<file path="config.mk">
export PLATFORM = sky130hd
export DESIGN_NAME = tybec_leaf_map_pipe
export DESIGN_NICKNAME = d
export VERILOG_FILES = /design/src/rtl/tybec_leaf_map_pipe.sv
export SDC_FILE = /design/constraint.sdc
export NUM_CORES = 1
export LEC_CHECK = 0
export ABC_AREA = 1
export CAP_MARGIN = 0
export CORE_MARGIN = 4
export CORE_UTILIZATION = 47
export CTS_CLUSTER_SIZE = 10
export DETAILED_ROUTE_END_ITERATION = 12
export SLEW_MARGIN = 20
export SYNTH_ARGS = -nofsm -noshare
export SYNTH_HDL_FRONTEND = slang
export SYNTH_SLANG_ARGS = --single-unit
</file>
<file path="constraint.sdc">
create_clock -name clk -period 6.7 [get_ports clk]
set_clock_uncertainty 0.15 [all_clocks]
set_input_delay 2.01 -clock clk [delete_from_list [all_inputs] [get_ports clk]]
set_output_delay 2.01 -clock clk [all_outputs]
set_load 0.005 [all_outputs]
</file>
<file path="src/rtl/tybec_leaf_map_pipe.sv">
// ============================================================================
// tybec_leaf_map_pipe
// ----------------------------------------------------------------------------
// Leaf map node for TyBEC-generated kernels. It applies a per-lane binary
// integer op (add / sub / mul / signed max) to two joined NLANES-wide input
// streams. The datapath is a fixed-latency pipeline that never stalls. A
// credit counter, together with a first-word fall-through result buffer,
// absorbs downstream back-pressure.
//
// Neither iready nor ovalid has a combinational path from oready. Both are
// derived from registered state and rst only.
//
// Parameters
//   STREAMW     bits per lane element
//   NLANES      vector lanes; lane i occupies [i*STREAMW +: STREAMW]
//   LATENCY     accept-to-ovalid latency in cycles (>= 1)
//   OPCODE      0 add, 1 sub (in1-in2), 2 mul (low STREAMW bits), 3 signed max
//   OBUF_DEPTH  result buffer entries (>= LATENCY+1 for 1 item/cycle)
//
// Ports
//   clk           in   clock, all logic on posedge
//   rst           in   synchronous, active-high reset
//   ivalid_in1    in   operand 1 stream valid
//   ivalid_in2    in   operand 2 stream valid
//   in1, in2      in   operand vectors (NLANES*STREAMW)
//   iready        out  a joined input is accepted this cycle if both valids are high
//   ovalid        out  out1 holds a valid result
//   out1          out  result vector (buffer head), all-zero when ovalid=0
//   oready        in   downstream accepts out1
//
// Optional build macro TYBEC_LEAF_PERF_EN adds two ports:
//   perf_items    out  saturating count of results popped
//   perf_stall    out  saturating count of cycles with ivalid & ~iready
// ============================================================================
module tybec_leaf_map_pipe #(
    parameter int STREAMW    = 34,
    parameter int NLANES     = 2,
    parameter int LATENCY    = 8,
    parameter int OPCODE     = 0,
    parameter int OBUF_DEPTH = LATENCY + 2
) (
    input  logic                        clk,
    input  logic                        rst,
    input  logic                        ivalid_in1,
    input  logic                        ivalid_in2,
    input  logic [NLANES*STREAMW-1:0]   in1,
    input  logic [NLANES*STREAMW-1:0]   in2,
    output logic                        iready,
    output logic                        ovalid,
    output logic [NLANES*STREAMW-1:0]   out1,
    input  logic                        oready
`ifdef TYBEC_LEAF_PERF_EN
    ,
    output logic [31:0]                 perf_items,
    output logic [31:0]                 perf_stall
`endif
);

    localparam int BUSW = NLANES * STREAMW;
    localparam int CNTW = $clog2(OBUF_DEPTH + 1);
    localparam int PTRW = (OBUF_DEPTH > 1) ? $clog2(OBUF_DEPTH) : 1;

    // ------------------------------------------------------------------
    // Handshake and credits
    // ------------------------------------------------------------------
    logic            ivalid;
    logic            accept;
    logic            pop;
    logic [CNTW-1:0] cnt;      // items in pipeline + items in buffer

    assign ivalid = ivalid_in1 & ivalid_in2;
    assign iready = ~rst & (cnt < CNTW'(OBUF_DEPTH));
    assign accept = ivalid & iready;
    assign pop    = ovalid & oready;

    // NOTE: sequential state is written with non-blocking assignments so
    // every register samples the pre-edge values of the others.
    always_ff @(posedge clk) begin
        if (rst) begin
            cnt <= '0;
        end else if (accept && !pop) begin
            cnt <= cnt + 1'b1;
        end else if (pop && !accept) begin
            cnt <= cnt - 1'b1;
        end
    end

    // ------------------------------------------------------------------
    // Per-lane arithmetic (wraps modulo 2^STREAMW)
    // ------------------------------------------------------------------
    function automatic logic [STREAMW-1:0] lane_op(input logic [STREAMW-1:0] a,
                                                   input logic [STREAMW-1:0] b);
        case (OPCODE)
            0:       lane_op = a + b;
            1:       lane_op = a - b;
            2:       lane_op = a * b;   // STREAMW-wide context keeps the low bits
            3:       lane_op = ($signed(a) > $signed(b)) ? a : b;
            default: lane_op = '0;
        endcase
    endfunction

    logic [BUSW-1:0] op_result;

    // NOTE: the default assignment first keeps this block free of inferred
    // latches even if a lane were skipped.
    always_comb begin
        op_result = '0;
        for (int l = 0; l < NLANES; l++) begin
            op_result[l*STREAMW +: STREAMW] = lane_op(in1[l*STREAMW +: STREAMW],
                                                      in2[l*STREAMW +: STREAMW]);
        end
    end

    // ------------------------------------------------------------------
    // Datapath pipeline. The buffer write is the final stage, so there are
    // LATENCY-1 pipeline registers ahead of it. Credits guarantee a free
    // buffer slot, so the pipeline shifts every cycle.
    // ------------------------------------------------------------------
    logic            wr_en;
    logic [BUSW-1:0] wr_data;

    generate
        if (LATENCY == 1) begin : g_no_pipe
            assign wr_en   = accept;
            assign wr_data = op_result;
        end else begin : g_pipe
            logic [LATENCY-2:0] pipe_valid;
            logic [BUSW-1:0]    pipe_data [LATENCY-1];

            always_ff @(posedge clk) begin
                if (rst) begin
                    pipe_valid <= '0;
                end else begin
                    pipe_valid[0] <= accept;
                    for (int s = 1; s < LATENCY - 1; s++) begin
                        pipe_valid[s] <= pipe_valid[s-1];
                    end
                end
            end

            // NOTE: data registers carry no reset; only the valid bits decide
            // whether a stage is meaningful, so resetting data buys nothing.
            always_ff @(posedge clk) begin
                pipe_data[0] <= op_result;
                for (int s = 1; s < LATENCY - 1; s++) begin
                    pipe_data[s] <= pipe_data[s-1];
                end
            end

            assign wr_en   = pipe_valid[LATENCY-2];
            assign wr_data = pipe_data[LATENCY-2];
        end
    endgenerate

    // ------------------------------------------------------------------
    // Result buffer: first-word fall-through FIFO
    // ------------------------------------------------------------------
    logic [BUSW-1:0] mem [OBUF_DEPTH];
    logic [PTRW-1:0] wr_ptr;
    logic [PTRW-1:0] rd_ptr;
    logic [CNTW-1:0] buf_cnt;

    function automatic logic [PTRW-1:0] next_ptr(input logic [PTRW-1:0] p);
        next_ptr = (p == PTRW'(OBUF_DEPTH - 1)) ? '0 : p + 1'b1;
    endfunction

    always_ff @(posedge clk) begin
        if (rst) begin
            wr_ptr  <= '0;
            rd_ptr  <= '0;
            buf_cnt <= '0;
        end else begin
            if (wr_en) begin
                wr_ptr <= next_ptr(wr_ptr);
            end
            if (pop) begin
                rd_ptr <= next_ptr(rd_ptr);
            end
            if (wr_en && !pop) begin
                buf_cnt <= buf_cnt + 1'b1;
            end else if (pop && !wr_en) begin
                buf_cnt <= buf_cnt - 1'b1;
            end
        end
    end

    always_ff @(posedge clk) begin
        if (wr_en) begin
            mem[wr_ptr] <= wr_data;
        end
    end

    // rst gates ovalid directly, so a mid-stream reset hides the head at once.
    assign ovalid = ~rst & (buf_cnt != '0);
    assign out1   = ovalid ? mem[rd_ptr] : '0;

`ifdef TYBEC_LEAF_PERF_EN
    // ------------------------------------------------------------------
    // Saturating performance counters
    // ------------------------------------------------------------------
    always_ff @(posedge clk) begin
        if (rst) begin
            perf_items <= '0;
            perf_stall <= '0;
        end else begin
            if (pop && perf_items != 32'hFFFF_FFFF) begin
                perf_items <= perf_items + 32'd1;
            end
            if (ivalid && !iready && perf_stall != 32'hFFFF_FFFF) begin
                perf_stall <= perf_stall + 32'd1;
            end
        end
    end
`endif

endmodule

</file>
==> results_dict.tcl <==
set metrics [dict create \
    syn-num-nets 3817 \
    crit_buf_inv 3 \
    hold_viol_final 0 \
    drt-total-wl_mm 93.0 \
    synth_edf_count 680 \
    critPathCaptureType "output pin" \
    min_period_over_period 0.904 \
    initial_utilization 0.473 \
    critical_path.top_delay_family "buffers and inverters" \
    dpl_cell_area_um2 46100 \
    rsz0062_at_grt "false" \
    clock-sinks 1183 \
    cpMostUsedCell "clkdlybuf4s50_1" \
    wire_per_inst_um 18.1 \
    min_to "g_pipe.pipe_data[1][64]$_DFF_P_" \
    finalSetupViolCount 0 \
    finalInstanceArea_um2 50300 \
    arrival_ns 3.90 \
    clk_latency_ns 0.73 \
    tns_ns 0 \
    reg2reg_setup_slack_ns 3.72 \
    dp_hpwl_mm 58.4 \
    syn_area_um2 42600 \
    cts_root_buf "clkbuf_16" \
    power_frac_seq 0.530 \
    cpMaxStageDelayCell "clkdlybuf4s50_1" \
    startpoint_type "input pin" \
    ys_async_sr_fraction 0 \
    powerDensity_nw_per_um2 331 \
    cp-startpoint "rst" \
    cp_cell_sequence "clkdlybuf4s50_1 > a31oi_4 > buf_4 > nand2_1 > a31oi_1 > clkdlybuf4s50_1" \
    std_cell_rows 110 \
    die_h_um 309 \
    yosysUniqueCellTypes 37 \
    dr.first_iter.drc_count 1728 \
    grt_usage 0.196 \
    htreeDepth 4 \
    fin_util 0.559 \
    worst_hold_path.num_cells 0 \
    regToRegStartpoint "buf_cnt[0]$_SDFFE_PP0P_" \
    nNetsFinal 4084 \
    hold_buffers 0 \
    synth_ff_type "edfxtp_1" \
    post_synth.cell_area_avg_um2 11.8 \
    tightestPinTransition_ns 0.947 \
    ant_nets 0 \
    syn2layout_area_growth_pct 18.1 \
    ys_seq_area_frac 0.716 \
    clk_pin_slew_ns 0.05 \
    diodes 0 \
    netSwitchingFraction 0.230 \
    grt_pass1_wl_mm 143 \
    dpl_worst_slack_ns 0.632 \
    grt-ovfl-total 0 \
    worst_slack_ns 0.643 \
    clock_tree.buffer_depth 3 \
    p_comb_frac 0.064 \
    ir_worst_vdd_mv 0.269 \
    antenna_found_initial 2 \
    max_clock_freq_mhz 165 \
    min_period_ns 6.06 \
    dr.pass1.iters 5 \
    layout-drive-gt1-share 0.0661 \
    ys.warnings.count 0 \
    p_int_mw 12.8 \
    grt_pass1_vias 24400 \
    relSlewSlack 0.369 \
    power_frac_clock 0.406 \
    ys_ff_latch 1183 \
    synth.top_cell.area_share 0.479 \
    power_mw 16.7 \
    r2r_end "buf_cnt[3]$_SDFFE_PP0P_" \
    cpPeakStageDelay_ns 0.52 \
    ios 211 \
    cp_data_required_time_ns 4.54 \
    outcome "completed" \
    cellLeakagePower_nw 19.3 \
    critPathMaxFanout 33 \
    port_buffers 210 \
    hold_class "flop to flop" \
    vias 25700 \
    cts_tree "built" \
    fp.coreArea_um2 90000 \
    die_w_um 309 \
    ff2ff_path_depth 14 \
    gp_congestion 0.889 \
    crit_type "input pin to output pin" \
    min-delay-start "g_pipe.pipe_data[0][64]$_DFF_P_" \
    fillers 7577 \
    dieArea_um2 95500 \
    synth_area_leaders "edfxtp_1, dfxtp_1, nand2_1, a21oi_1, inv_1" \
    grt_max_degree 80 \
    drv_slew 0 \
    numCtsBuffers 137 \
    synthCells 3600 \
    postCtsSetupBuffers 0 \
    maxCapViolCount 0 \
    p_switching_mw 3.84 \
    yosysTopAreaCell "edfxtp_1" \
    ctsResizeCount 0 \
    drc_errors 0 \
    viasPerCell 4.98 \
]
stage by stage:
step	cells	hold WS, ns
floorplan	3600	0.160
global placement	4904	0.160
detailed placement	4904	0.162
CTS	5152	0.144
global route	5152	0.157
finish	5152	0.145
metal layers:
metal | GRT usage | vias up | share of wire
met5 | 0 | - | 0
met4 | 0.0549 | 0 | 0.020
met3 | 0.0367 | 131 | 0.048
met2 | 0.325 | 561 | 0.48
met1 | 0.267 | 12200 | 0.45
li1 | - | 12800 | -
logic make-up after synthesis:
kind of cell,count (synthesis),synth area share
flops,1183,0.716
compound gates,874,0.109
simple gates,750,0.0691
buf+inv,601,0.0567
mux,79,0.0186
fa+ha+maj,76,0.0230
xor+xnor,37,0.00761
sequential cells by signal, summed over array words and instances, names as in the netlist, named ones only:
name / cells
g_pipe.pipe_data: 476
rd_ptr: 4
cnt: 4
g_pipe.pipe_valid: 7
buf_cnt: 4
mem: 680
wr_ptr: 4
cells in the mapped netlist (2+ instances only):
| cell | n |
|---|---|
| nor3_1 | 22 |
| o21bai_1 | 6 |
| nand4_1 | 12 |
| mux2i_1 | 79 |
| a21oi_2 | 39 |
| buf_2 | 37 |
| xor2_1 | 33 |
| nor2_1 | 145 |
| o21ai_1 | 105 |
| o22ai_1 | 57 |
| edfxtp_1 | 680 |
| fa_1 | 4 |
| xnor2_1 | 4 |
| inv_2 | 2 |
| buf_6 | 10 |
| buf_1 | 14 |
| a21o_1 | 4 |
| nand3_1 | 50 |
| ha_1 | 72 |
| inv_1 | 466 |
| a21oi_1 | 360 |
| a31oi_1 | 11 |
| nand2_1 | 518 |
| dfxtp_1 | 503 |
| clkbuf_1 | 63 |
| buf_4 | 6 |
| o21ai_0 | 288 |
worst reg2reg max path: stages (launching register included):
cell and delay (ns):
dfxtp_1 0.41, nor2_1 0.11, a31oi_4 0.14, buf_4 0.39
nand2_1 0.32, ha_1 0.32, inv_1 0.11, ha_1 0.23
a21o_1 0.17, a21oi_1 0.17, nor2_1 0.06, nor2_1 0.08
nand2_1 0.07, nor2_1 0.09, nor2_1 0.05
area by class of cell:
class,instances,area (um^2),share of cell area
Clock buffer,231,3800,0.0756
Inverter,468,1760,0.0350
Multi-Input combinational cell,1816,9760,0.194
Tap cell,1176,1470,0.0293
Sequential cell,1183,30500,0.606
Clock inverter,17,389,0.00774
Timing Repair Buffer,261,2610,0.0519
power groups by stage:
| stage | Sequential [mW] | Clock [mW] | Combinational (mW) |
|---|---|---|---|
| after global routing | 8.91 | 7.29 | 1.20 |
| final | 8.83 | 6.78 | 1.06 |
| after detailed placement | 8.99 | 0 | 1.08 |
| after floorplan | 8.80 | 0 | 0.676 |
| after global placement | 8.97 | 0 | 1.07 |
| after CTS | 8.85 | 6.95 | 1.08 |
cell usage in the layout, fill, tap and decap left out, types with 41 or more instances in the layout:
master	instances
clkbuf_1	92
o21ai_0	288
nor2_1	138
inv_1	466
a21oi_1	360
clkdlybuf4s50_1	210
buf_4	41
ha_1	72
nand2_1	518
edfxtp_1	680
dfxtp_1	500
o22ai_1	57
nand3_1	50
o21ai_1	105
clkbuf_16	137
mux2i_1	79
worst max-delay path by stage:
stage | depth (start not counted) | slack [ns] | end
finish | 6 | 0.64 | out1[20]
global route | 6 | 0.48 | out1[20]
CTS | 6 | 0.61 | out1[20]
detailed placement | 6 | 0.63 | out1[20]
global placement | 6 | 0.68 | out1[27]
floorplan | 2 | 0.68 | mem[8][0]$_DFFE_PP_
(Power assumes the default switching activity.)
